## src/rtl/pixel_fill_engine.sv

```systemverilog
// pixel_fill_engine: clipped rectangle fill into the framebuffer SRAM write FIFO
module pixel_fill_engine #(
    parameter int FB_WIDTH  = 320,
    parameter int FB_HEIGHT = 240
) (
    input  logic        clk,
    input  logic        reset,
    input  logic        cmd_start,
    input  logic [8:0]  cmd_x,
    input  logic [7:0]  cmd_y,
    input  logic [8:0]  cmd_w,
    input  logic [7:0]  cmd_h,
    input  logic [7:0]  cmd_color,
    input  logic        cmd_blank_only,
    input  logic        abort,
    input  logic        blank,
    output logic        wr_valid,
    input  logic        wr_ready,
    output logic [16:0] wr_addr,
    output logic [7:0]  wr_data,
    output logic        busy,
    output logic        done
);
    typedef enum logic [1:0] {IDLE, CLIP, RUN, FINISH} state_t;

    localparam logic [9:0]  FBW  = 10'(FB_WIDTH);
    localparam logic [8:0]  FBH  = 9'(FB_HEIGHT);
    localparam logic [16:0] STEP = 17'(FB_WIDTH);

    state_t      state, state_n;
    logic [8:0]  x_q, w_q, w_eff, w_eff_n, col, col_n;
    logic [7:0]  y_q, h_q, h_eff, h_eff_n, row, row_n, color_q;
    logic        blank_only_q;
    logic [16:0] row_base, row_base_n;
    logic [9:0]  x_room, w_clip;
    logic [8:0]  y_room, h_clip;
    logic        off_screen, hs, last_col, last_row;

    assign x_room     = FBW - {1'b0, x_q};
    assign w_clip     = ({1'b0, w_q} < x_room) ? {1'b0, w_q} : x_room;
    assign y_room     = FBH - {1'b0, y_q};
    assign h_clip     = ({1'b0, h_q} < y_room) ? {1'b0, h_q} : y_room;
    assign off_screen = ({1'b0, x_q} >= FBW) || ({1'b0, y_q} >= FBH) || (w_clip == 10'd0) || (h_clip == 9'd0);

    assign wr_valid = (state == RUN) && !abort && (!blank_only_q || blank);
    assign hs       = wr_valid && wr_ready;
    assign last_col = col == w_eff - 9'd1;
    assign last_row = row == h_eff - 8'd1;
    assign wr_addr  = row_base + {8'd0, x_q} + {8'd0, col};
    assign wr_data  = color_q;
    assign busy     = state != IDLE;
    assign done     = state == FINISH;

    // State, command latch and raster position registers
    always_ff @(posedge clk or posedge reset) begin
        if (reset) begin
            state        <= IDLE;
            x_q          <= '0;
            y_q          <= '0;
            w_q          <= '0;
            h_q          <= '0;
            color_q      <= '0;
            blank_only_q <= 1'b0;
            w_eff        <= '0;
            h_eff        <= '0;
            col          <= '0;
            row          <= '0;
            row_base     <= '0;
        end else begin
            state    <= state_n;
            w_eff    <= w_eff_n;
            h_eff    <= h_eff_n;
            col      <= col_n;
            row      <= row_n;
            row_base <= row_base_n;
            if (state == IDLE && cmd_start) begin
                x_q          <= cmd_x;
                y_q          <= cmd_y;
                w_q          <= cmd_w;
                h_q          <= cmd_h;
                color_q      <= cmd_color;
                blank_only_q <= cmd_blank_only;
            end
        end
    end

    // Next state: clip once, then raster-walk the rectangle one handshake at a time
    always_comb begin
        state_n    = state;
        w_eff_n    = w_eff;
        h_eff_n    = h_eff;
        col_n      = col;
        row_n      = row;
        row_base_n = row_base;
        case (state)
            IDLE: if (cmd_start) state_n = CLIP;
            CLIP: begin
                if (abort || off_screen) begin
                    state_n = FINISH;
                end else begin
                    state_n    = RUN;
                    w_eff_n    = w_clip[8:0];
                    h_eff_n    = h_clip[7:0];
                    col_n      = '0;
                    row_n      = '0;
                    row_base_n = ({9'd0, y_q} << 8) + ({9'd0, y_q} << 6);
                end
            end
            RUN: begin
                if (abort) begin
                    state_n = FINISH;
                end else if (hs) begin
                    if (last_col) begin
                        col_n      = '0;
                        row_n      = row + 8'd1;
                        row_base_n = row_base + STEP;
                        if (last_row) state_n = FINISH;
                    end else begin
                        col_n = col + 9'd1;
                    end
                end
            end
            default: state_n = IDLE;
        endcase
    end
endmodule

```

## config.mk

```make
export PLATFORM = sky130hd
export DESIGN_NAME = pixel_fill_engine
export DESIGN_NICKNAME = d
export VERILOG_FILES = /design/src/rtl/pixel_fill_engine.sv
export SDC_FILE = /design/constraint.sdc
export NUM_CORES = 1
export LEC_CHECK = 0
export BUFFER_PORTS_ARGS = -buffer_cell sky130_fd_sc_hd__buf_4
export CAP_MARGIN = 20
export CORE_AREA = 2 2 130 132
export CTS_CLUSTER_DIAMETER = 120
export CTS_CLUSTER_SIZE = 20
export DETAILED_ROUTE_END_ITERATION = 8
export DIE_AREA = 0 0 132 134
export PLACE_DENSITY = 0.55
export SYNTH_ARGS = -nofsm -noshare
export SYNTH_HDL_FRONTEND = slang
export SYNTH_SLANG_ARGS = --single-unit
```

## constraint.sdc

```tcl
create_clock -name clk -period 4.17 [get_ports clk]
set_input_delay 0.2085 -clock clk [delete_from_list [all_inputs] [get_ports clk]]
set_output_delay 0.2085 -clock clk [all_outputs]
set_load 0.02 [all_outputs]
```

==> flow_metrics.py <==
metrics = {
    "power_and_ir_drop": {
        "ir_drop_uv": 436.6,
        "p_seq_share_pct": 24.9,
        "power_density_nw_per_um2": 927.0,
        "p_sw_mw": 3.338,
        "p_int_mw": 3.742,
        "pwr-share-comb_pct": 64.7,
        "p_leak_nw": 3.498,
        "p_clk_share_pct": 10.4,
        "swShare_pct": 47.14,
    },
    "drt": {
        "num_vias": 5358,
        "drc": 0,
        "wl_um": 16380,
        "drt-wirelength-per-cell_um": 16.57,
        "postRouteAntennaNets": 0,
        "drtIter0Drc": 246,
        "via_per_inst": 5.423,
        "dr.pass1.iters": 7,
    },
    "synthesis": {
        "syn_avg_cell_area_um2": 9.525,
        "post_synth_instance_area_um2": 6449,
        "synth_seq_area_share_pct": 34.92,
        "ys_types": 75,
        "ys_seq_elements": 90,
        "yosysTopAreaCell": "dfrtp_1",
        "synth_edf_count": 0,
        "synth_cells": 677,
        "synth.area.top_cells": "dfrtp_1, ha_1, mux2_2",
        "syn_nets": 778,
        "synth_top_cell_area_share_pct": 34.92,
        "ys.flop_type": "dfrtp_1",
        "async_reset_ff_share_pct": 100.0,
        "yosys_warnings": 0,
    },
    "place": {
        "dp_hpwl_um": 12560,
        "placed_area_um2": 7327,
        "place_congestion": 0.8551,
        "io_buffers": 76,
        "pre_cts_ws_ns": 0.1869,
    },
    "grt": {
        "grt_max_degree": 54,
        "grt_pass1_vias": 5235,
        "use_met3_pct": 2.797,
        "grt_pass1_wl_um": 26680,
        "grt-ovfl-total": 0,
        "track_usage_pct": 18.80,
        "grtUsageMet2_pct": 29.11,
        "busiest_layer": "met2",
        "met1_usage_pct": 26.92,
        "antenna_found_initial": 0,
    },
    "timing": {
        "rsz0062_at_grt": "false",
        "setup_viol": 0,
        "finalCritPeriodShare_pct": 94.16,
        "slew_violations": 0,
        "fin_crit_ns": 3.926,
        "slew_headroom_pct": 32.07,
        "timing.fmax_mhz": 254.7,
        "clock_skew_ns": 0.007868,
        "worst_pin_slew_ns": 1.015,
        "setup_tns_ns": 0,
        "hold_viol_final": 0,
        "timing.hold.ws_ns": 0.09066,
        "worst_slack_ns": 0.2436,
    },
    "cells_and_area": {
        "layout-drive-gt1-share_pct": 24.35,
        "final_cell_area_um2": 7637,
        "diodes": 0,
        "syn_to_final_growth_pct": 18.43,
        "nNetsFinal": 865,
    },
    "critical_path": {
        "cp_data_arrival_time_ns": 4.15,
        "start_kind": "register",
        "end_kind": "register",
        "slowest_delay_ns": 0.42,
        "r2r_slack_ns": 0.24,
        "crit_path_cell_trace": "inv_1, ha_1, or3b_4, or3_4, xnor2_1, ha_1, nand4_1, o311ai_0, buf_4, and2_1, a311oi_4, buf_4, nand3_2, buf_4, mux2_2",
        "critical_path_class": "reg -> reg",
        "slowest_stage": "or3b_4",
        "path_max_fanout": 24,
        "worst_path_most_repeated_cell": "buf_4",
        "crit_required_ns": 4.39,
    },
    "floorplanning": {
        "io_pins": 77,
        "fp.dieW_um": 132,
        "die_area_um2": 17690,
        "num_rows": 47,
        "start_util_pct": 39.59,
        "core_um2": 16290,
        "die-height_um": 134,
    },
    "cts": {
        "cts_tree": "built",
        "cts_made_buffers": 9,
        "clock_latency_ns": 0.34,
        "clk_pin_slew_worst_paths_ns": 0.07,
        "clockBufferDepth": 2,
        "clockRootBuffer": "clkbuf_16",
        "cts.sinks": 90,
        "htreeDepth": 3,
    },
    "status": {
        "status": "completed",
    },
    "worst_hold_path": {
        "hold_path.class": "in -> reg",
    },
    "job": {
        "max_cap_viol_count": 0,
    },
}
## critical path: cells and delay by family (launching register included)
kind / cells / cell delay, ns
xor+xnor: 1 / 0.15
mux: 1 / 0.37
compound gates: 2 / 0.45
flops: 1 / 0.41
buf+inv: 4 / 0.77
fa+ha+maj: 2 / 0.53
simple gates: 5 / 1.13
## final timing paths
check,to,startpoint,depth (start not counted)
min in group asynchronous,y_q[4],reset,3
worst max-delay path,h_eff[4],x_q[0],15
worst min register to register,wr_data[6],wr_data[6],1
worst max register to register,h_eff[4],x_q[0],15
worst min-delay path,y_q[6],cmd_y[6],2
max in group asynchronous,col[0],reset,5
## per-layer routing
| metal | routed length, um | share of wire, % | vias up |
|---|---|---|---|
| li1 | - | - | 2630 |
| met3 | 744 | 4.5 | 11 |
| met4 | 179 | 1.1 | 0 |
| met1 | 8205 | 50 | 2586 |
| met5 | 0 | 0 | - |
| met2 | 7247 | 44 | 131 |
## final cells by class
class,instances,area [um^2]
fillers,1551,8652
multi-input cells,515,3914
flip-flops and latches,90,2252
repair buffers,99,758.2
well taps,220,275.3
clock buffers,11,232.7
inverters,49,185.2
clock inverters,4,20.02
## cells by family (layout without fill, tap and decap cells)
kind of cell	count (synthesis)	after routing	synth area share (%)
AO/OA/AOI/OAI	174	175	18.14
XOR/XNOR	50	50	7.004
adder cells (fa/ha/maj)	52	52	10.67
buffers and inverters	73	163	4.618
flip-flops	90	90	34.92
multiplexers	59	59	10.56
AND/OR/NAND/NOR	179	179	14.09
## state kept, by name, summed over array words and instances (netlist names)
| register | count |
|---|---|
| h_q | 8 |
| y_q | 8 |
| x_q | 9 |
| w_eff | 9 |
| state | 2 |
| blank_only_q | 1 |
| w_q | 9 |
| row | 8 |
| row_base | 11 |
| wr_data | 8 |
| col | 9 |
| h_eff | 8 |
## synth_stat cells, types with 6 or more instances
cell and instances:
dfrtp_1 90, inv_1 49, mux2_2 48, ha_1 47
nor2_1 44, o21ai_0 44, nand2_1 43, a21oi_1 39
xnor2_1 31, nand3_1 23, xor2_1 18, clkbuf_1 17
o31ai_1 10, nand4_1 9, nor3_1 9, nand2b_1 8
o211ai_1 8, o22ai_1 8, a21o_1 6, a22o_1 6
a31oi_1 6, mux2_4 6
## repair_timing
action	in CTS	in global routing
setup endpoints to repair	0	15
resized for setup	0	1
hold endpoints to repair	0	23
setup buffers	0	2
hold buffers	0	1
## power by group through the flow
stage | Combinational (mW) | Clock [mW] | Sequential, mW
floorplan | 3.29 | 0 | 1.63
global placement | 4.43 | 0 | 1.76
detailed placement | 4.53 | 0 | 1.78
CTS | 4.55 | 0.757 | 1.76
global route | 5.07 | 0.797 | 1.83
finish | 4.58 | 0.737 | 1.76
## placed cells by master, fill, tap and decap left out, types with 8 or more instances in the layout
cell type and instances:
a21oi_1 39, buf_4 97, clkbuf_16 9, dfrtp_1 90
ha_1 47, inv_1 48, mux2_2 48, nand2_1 42
nand2b_1 8, nand3_1 23, nand4_1 9, nor2_1 44
nor3_1 9, o211ai_1 8, o21ai_0 44, o22ai_1 8
o31ai_1 10, xnor2_1 31, xor2_1 18
## stage by stage
step	std cells	power [mW]	utilization, %
after floorplan	677	4.924	-
after global placement	968	6.186	44.98
after detailed placement	968	6.311	44.98
after CTS	983	7.076	46.53
after global routing	988	7.698	46.89
final	988	7.080	46.89
Note: power is estimated with default switching activity, not from simulation.
